`config.mk`:
```
export PLATFORM = sky130hd
export DESIGN_NAME = cvxif_result_scheduler
export DESIGN_NICKNAME = d
export VERILOG_FILES = /design/src/rtl/cvxif_sched_pkg.sv /design/src/rtl/cvxif_rr_arbiter.sv /design/src/rtl/cvxif_result_scheduler.sv
export SDC_FILE = /design/constraint.sdc
export NUM_CORES = 1
export LEC_CHECK = 0
export BUFFER_PORTS_ARGS = -buffer_cell sky130_fd_sc_hd__buf_4
export CORE_MARGIN = 2
export CORE_UTILIZATION = 46
export CTS_CLUSTER_DIAMETER = 30
export CTS_CLUSTER_SIZE = 30
export DETAILED_ROUTE_END_ITERATION = 16
export PLACE_DENSITY = 0.74
export SLEW_MARGIN = 15
export SYNTH_ARGS = -nofsm -noshare
export SYNTH_HDL_FRONTEND = slang
export SYNTH_SLANG_ARGS = --single-unit
```
`constraint.sdc`:
```
create_clock -name clk_i -period 3.86 [get_ports clk_i]
set_input_delay 0.193 -clock clk_i [delete_from_list [all_inputs] [get_ports clk_i]]
set_output_delay 0.193 -clock clk_i [all_outputs]
set_load 0.02 [all_outputs]
```
`src/rtl/cvxif_sched_pkg.sv`:
```
// Shared types for the CV-X-IF result scheduler: per-id scoreboard entry and helpers.
package cvxif_sched_pkg;

    typedef enum logic [1:0] {
        SB_FREE      = 2'd0,
        SB_ISSUED    = 2'd1,
        SB_COMMITTED = 2'd2,
        SB_KILLED    = 2'd3
    } sb_state_e;

    typedef struct packed {
        sb_state_e state;
        logic      we;
    } sb_entry_t;

    localparam sb_entry_t SbEntryReset = '{state: SB_FREE, we: 1'b0};

    function automatic int unsigned ptr_width(input int unsigned n);
        return (n > 1) ? $clog2(n) : 1;
    endfunction

endpackage

```
`src/rtl/cvxif_rr_arbiter.sv`:
```
// Round-robin arbiter: one grant per cycle when gate_i is high; the pointer moves
// to the unit after the granted one.
module cvxif_rr_arbiter
    import cvxif_sched_pkg::*;
#(
    parameter int unsigned NrUnits = 2
) (
    input  logic               clk_i,
    input  logic               rst_ni,
    input  logic [NrUnits-1:0] req_i,
    input  logic               gate_i,
    output logic [NrUnits-1:0] gnt_o
);

    localparam int unsigned PtrW = ptr_width(NrUnits);

    logic [PtrW-1:0] ptr_q;
    logic [PtrW-1:0] ptr_d;
    logic            found;
    int unsigned     idx;

    always_comb begin
        gnt_o = '0;
        ptr_d = ptr_q;
        found = 1'b0;
        idx   = 0;
        for (int unsigned off = 0; off < NrUnits; off++) begin
            idx = 32'(ptr_q) + off;
            if (idx >= NrUnits) begin
                idx = idx - NrUnits;
            end
            if (gate_i && !found && req_i[idx]) begin
                gnt_o[idx] = 1'b1;
                found      = 1'b1;
                ptr_d      = (idx == NrUnits - 1) ? '0 : PtrW'(idx + 1);
            end
        end
    end

    always_ff @(posedge clk_i or negedge rst_ni) begin
        if (!rst_ni) begin
            ptr_q <= '0;
        end else begin
            ptr_q <= ptr_d;
        end
    end

endmodule

```
`src/rtl/cvxif_result_scheduler.sv`:
```
// Shares the CV-X-IF result channel between execution units, forwarding a result
// only after its id has been committed and silently dropping killed results.
module cvxif_result_scheduler
    import cvxif_sched_pkg::*;
#(
    parameter int unsigned NrUnits   = 2,
    parameter int unsigned IdWidth   = 3,
    parameter int unsigned DataWidth = 32,
    parameter int unsigned RdWidth   = 5
) (
    input  logic                         clk_i,
    input  logic                         rst_ni,
    input  logic                         issue_fire_i,
    input  logic                         issue_accept_i,
    input  logic                         issue_we_i,
    input  logic [IdWidth-1:0]           issue_id_i,
    input  logic                         commit_valid_i,
    input  logic [IdWidth-1:0]           commit_id_i,
    input  logic                         commit_kill_i,
    input  logic [NrUnits-1:0]           unit_valid_i,
    output logic [NrUnits-1:0]           unit_ready_o,
    input  logic [NrUnits*IdWidth-1:0]   unit_id_i,
    input  logic [NrUnits*DataWidth-1:0] unit_data_i,
    input  logic [NrUnits*RdWidth-1:0]   unit_rd_i,
    output logic                         result_valid_o,
    input  logic                         result_ready_i,
    output logic [IdWidth-1:0]           result_id_o,
    output logic [DataWidth-1:0]         result_data_o,
    output logic [RdWidth-1:0]           result_rd_o,
    output logic                         result_we_o,
    output logic                         busy_o,
    output logic                         error_o
);

    localparam int unsigned NrIds = 2 ** IdWidth;

    sb_entry_t sb_q [NrIds];
    sb_entry_t sb_d [NrIds];

    logic                 out_valid_q;
    logic [IdWidth-1:0]   out_id_q;
    logic [DataWidth-1:0] out_data_q;
    logic [RdWidth-1:0]   out_rd_q;
    logic                 out_we_q;
    logic                 error_q;

    logic [NrUnits-1:0]   req;
    logic [NrUnits-1:0]   drop;
    logic [NrUnits-1:0]   gnt;
    logic                 err_unit;
    logic                 err_set;
    logic                 can_load;
    logic                 out_hs;
    logic [IdWidth-1:0]   gnt_id;
    logic [DataWidth-1:0] gnt_data;
    logic [RdWidth-1:0]   gnt_rd;
    logic                 any_busy;

    assign out_hs   = out_valid_q & result_ready_i;
    assign can_load = ~out_valid_q | result_ready_i;

    // Eligibility looks only at registered state, so a same-cycle commit stalls the unit.
    always_comb begin
        req      = '0;
        drop     = '0;
        err_unit = 1'b0;
        for (int unsigned u = 0; u < NrUnits; u++) begin
            if (unit_valid_i[u]) begin
                case (sb_q[unit_id_i[u*IdWidth +: IdWidth]].state)
                    SB_KILLED:    drop[u] = 1'b1;
                    SB_COMMITTED: req[u]  = 1'b1;
                    SB_FREE: begin
                        drop[u]  = 1'b1;
                        err_unit = 1'b1;
                    end
                    default: ;
                endcase
            end
        end
    end

    cvxif_rr_arbiter #(
        .NrUnits (NrUnits)
    ) i_arb (
        .clk_i  (clk_i),
        .rst_ni (rst_ni),
        .req_i  (req),
        .gate_i (can_load),
        .gnt_o  (gnt)
    );

    assign unit_ready_o = drop | gnt;

    always_comb begin
        gnt_id   = '0;
        gnt_data = '0;
        gnt_rd   = '0;
        for (int unsigned u = 0; u < NrUnits; u++) begin
            if (gnt[u]) begin
                gnt_id   = unit_id_i[u*IdWidth +: IdWidth];
                gnt_data = unit_data_i[u*DataWidth +: DataWidth];
                gnt_rd   = unit_rd_i[u*RdWidth +: RdWidth];
            end
        end
    end

    // Update order matters: handshake free and drops land before issue checks FREE.
    always_comb begin
        sb_d    = sb_q;
        err_set = err_unit;
        if (out_hs) begin
            sb_d[out_id_q] = SbEntryReset;
        end
        for (int unsigned u = 0; u < NrUnits; u++) begin
            if (drop[u]) begin
                sb_d[unit_id_i[u*IdWidth +: IdWidth]] = SbEntryReset;
            end
        end
        if (commit_valid_i) begin
            if (sb_q[commit_id_i].state == SB_ISSUED) begin
                sb_d[commit_id_i].state = commit_kill_i ? SB_KILLED : SB_COMMITTED;
            end else begin
                err_set = 1'b1;
            end
        end
        if (issue_fire_i && issue_accept_i) begin
            if (sb_d[issue_id_i].state == SB_FREE) begin
                sb_d[issue_id_i] = '{state: SB_ISSUED, we: issue_we_i};
            end else begin
                err_set = 1'b1;
            end
        end
    end

    always_comb begin
        any_busy = out_valid_q;
        for (int unsigned i = 0; i < NrIds; i++) begin
            if (sb_q[i].state != SB_FREE) begin
                any_busy = 1'b1;
            end
        end
    end

    always_ff @(posedge clk_i or negedge rst_ni) begin
        if (!rst_ni) begin
            for (int unsigned i = 0; i < NrIds; i++) begin
                sb_q[i] <= SbEntryReset;
            end
            out_valid_q <= 1'b0;
            out_id_q    <= '0;
            out_data_q  <= '0;
            out_rd_q    <= '0;
            out_we_q    <= 1'b0;
            error_q     <= 1'b0;
        end else begin
            sb_q    <= sb_d;
            error_q <= error_q | err_set;
            if (can_load) begin
                out_valid_q <= |gnt;
                if (|gnt) begin
                    out_id_q   <= gnt_id;
                    out_data_q <= gnt_data;
                    out_rd_q   <= gnt_rd;
                    out_we_q   <= sb_q[gnt_id].we;
                end
            end
        end
    end

    assign result_valid_o = out_valid_q;
    assign result_id_o    = out_id_q;
    assign result_data_o  = out_data_q;
    assign result_rd_o    = out_rd_q;
    assign result_we_o    = out_we_q;
    assign busy_o         = any_busy;
    assign error_o        = error_q;

endmodule
```
==> impl_results.md <==
* Chip width at about 99 um
* Core area at between 8000 and 9000 um2
* Post-DP HPWL at between 10 and 15 mm
* Final Worst Setup Slack at -0.00447 ns
* Final WL at between 10 and 15 mm
* Tot GR Track Use at 28.5%
* Pint at ~2.2 mW
* Outcome: finished, violations left
* Cells after synthesis at approximately 420
* Vias post-DR at between 4000 and 5000
* Vias per Instance at between 6 and 7
* Register area at 1700 um2
* Leak at roughly 3 nW
* Final period utilization at 100%
* NetSw at between 1 and 1.5 mW
* Cell Area, Synth at ~4200 um2
* Pre-CTS WS at -0.0508 ns
* Fmax at 0.259 GHz
* Register bit total from synthesis at 68
* H-tree depth at 3
* Residual DRC at 0
* Most common cell after layout, fill and taps aside: buf_4
* Tightest Hold Check Type: input port to flop
* CTS tree: yes
* GRT overflow at 0
* Post-Place Cells at between 600 and 700
* Failing checks: setup timing
* Vias in the first global route at a little over 4000
* ANT cells at 0
* Antenna-violating nets left at 0
* Clock Path Buffers at 2
* Routed length per instance at between 20 and 25 um
* Worst-Margin Slew at approximately 0.87 ns
* Most frequent cells in the layout: buf_4, dfrtp_1, inv_1
* Post-synthesis cell type count at 56
* FFs w/ async S/R, synth at between 90% and 100%
* CP arrival at around 4.1 ns
* Crit path max-delay family: simple AND/OR/NAND/NOR gates
* Relative slew slack at ~42%
* Clock sink count at 68
* Part of the power in combinational logic at 50.2%
* Sw Ratio at between 40 and 50%
* Crit path required time at approximately 4.1 ns
* Final Max Slew Viols at 0
* Initial DRC Count at approximately 420
* Die area at approximately 9800 um2
* Yosys warning total at 0
* Post-synth EDFFs at 0
* Nets at 688
* Startpoint types: flop
* Area Overhead vs Synth at 41.2%
* Root buf cell: clkbuf_8
* First-pass GRT wire length at around 22 mm
* TritonCTS Buffers at 9
* TritonRoute pass-1 iters at 7
* Clock Power Share at roughly 18%
* Port-buffer cells at 141
* GPL Wtd Cong at about 1.0
* Syn Nets at approximately 520
* Setup crit end kind: flop
* Kind of critical path: flop to flop
* RSZ-0062 raised after global routing: yes
* Pin count of the biggest net entering global routing at 69
* Filler instances at about 730
* CP Max Fanout at 7
* Reg clk slew, reported paths at around 0.08 ns
* Setup-failing EPs final at 1
* Initial core utilization at between 40% and 50%
* CP bufs+invs at 3
* CP max stage delay at between 0.5 and 0.6 ns
* Max VDD drop at between 0.4 and 0.5 mV
* Initial antenna violation count at 0
* Final Non-Filler Cells at ~700
* Worst-Skew Late Latency at 0.34 ns
* Synthesized area per cell at between 9 and 10 um2
* Ys flop type: dfrtp_1
* Layout cells sized above 1 at 40.0%
* Num ports at approximately 140
* Share of the yosys chip area belonging to registers at about two fifths
* Area taken by multi-input logic gates at 2260 um2
* Crit-path slowest cell: or4_1
* Flop pwr share at approximately a third
* Crit path cell chain: inv_1, o21ai_0, o21ai_1, nor2_1, a221oi_2, buf_4, ha_4, or3b_4, o32ai_2, nor2_2, mux2_4, a32o_1, or4_1, buf_6, nor3_2, mux2i_1
* Final Hold Violating Endpoints at 0
* # rows at 34
* Min cycle time layout at approximately 3.9 ns
* PwrDens at 630 nW/um2
* Die extent in y at 99.2 um
* Clk_skew at 0.0172 ns
* Flop2flop setup slack at -0.004 ns
* Max-cap violation count at 0
-- worst min-delay path, delay by kind of cell --
kind	cells	cell delay, ns
AO/OA/AOI/OAI	1	0.07
buffers and inverters	2	0.13
-- power groups by stage --
stage	Combinational (mW)	Sequential, mW	Clock, mW
global route	1.99	1.23	0.704
global placement	1.70	1.18	0
detailed placement	1.73	1.20	0
finish	1.86	1.19	0.657
CTS	1.76	1.19	0.668
floorplan	0.718	1.41	0
-- worst paths after layout --
| check | cells past startpoint | end | start |
|---|---|---|---|
| max reg2reg | 16 | sb_q[15] | sb_q[22] |
| min | 3 | result_data_o[14] | unit_data_i[46] |
| max | 16 | sb_q[15] | sb_q[22] |
| min reg2reg | 2 | result_data_o[30] | result_data_o[30] |
| min in group asynchronous | 2 | result_data_o[16] | rst_ni |
| max in group asynchronous | 2 | sb_q[4] | rst_ni |
-- metrics by stage --
| stage | setup TNS (ns) | total power, mW | util (%) | hold WS [ns] | area [um2] |
|---|---|---|---|---|---|
| final | -0.00447 | 3.71 | 67.2 | 0.0732 | 5890 |
| after global routing | -0.790 | 3.92 | 67.2 | 0.0593 | 5890 |
| after CTS | -0.00607 | 3.62 | 65.8 | 0.0624 | 5770 |
| after detailed placement | -0.102 | 2.92 | 62.7 | 0.358 | 5490 |
| after global placement | 0 | 2.88 | 62.7 | 0.356 | 5490 |
| after floorplan | 0 | 2.13 | - | -0.103 | 4170 |
-- cells by family (layout without fill, tap and decap cells) --
family | count (synthesis) | in the layout | synth area share, %
simple gates | 127 | 127 | 16.6
buf+inv | 76 | 248 | 7.44
flops | 68 | 68 | 40.8
mux | 39 | 39 | 12.2
compound gates | 104 | 104 | 21.2
xor+xnor | 3 | 3 | 0.630
fa+ha+maj | 4 | 4 | 1.20
-- routing by layer --
metal,vias up,global-route usage (%),part of all wire [%]
met3,27,7.94,8.0
li1,1941,-,-
met2,197,43.8,48
met1,2116,39.6,42
met4,0,8.64,2.2
met5,-,0,0
-- cell type report --
type | instances | share of cell area (%)
Multi-Input combinational cell | 277 | 38.4
Sequential cell | 68 | 28.9
Timing Repair Buffer | 184 | 23.5
Inverter | 48 | 3.06
Tap cell | 108 | 2.29
Clock buffer | 9 | 2.10
Clock inverter | 7 | 1.68
-- state kept, by name (all words and copies together), names as in the netlist --
name	cells
sb_q	24
error_o	1
result_data_o	32
result_we_o	1
result_id_o	3
result_rd_o	5
result_valid_o	1
i_arb.ptr_q	1
-- Yosys cell counts, drive strengths merged (7+ instances only) --
cell	number	area, um2
a211oi	7	52.6
a21o	8	60.1
a222oi	37	370
a22o	11	96.3
buf	7	51.3
clkbuf	21	78.8
dfrtp	68	1700
inv	48	180
mux2	9	109
mux2i	22	220
mux4	8	180
nand2	36	135
nand2b	10	62.6
nand3	13	65.1
nor2	20	75.1
nor3	15	105
o21ai	7	35.0
o22ai	7	43.8
-- what timing repair did --
item,CTS,global route
setup endpoints to repair,8,13
endpoints found under the hold margin,61,0
gates resized for setup,6,15
pin swaps,1,8
setup buffers,2,8
hold buffers,1,0
Power figures use the tool's default switching activity.
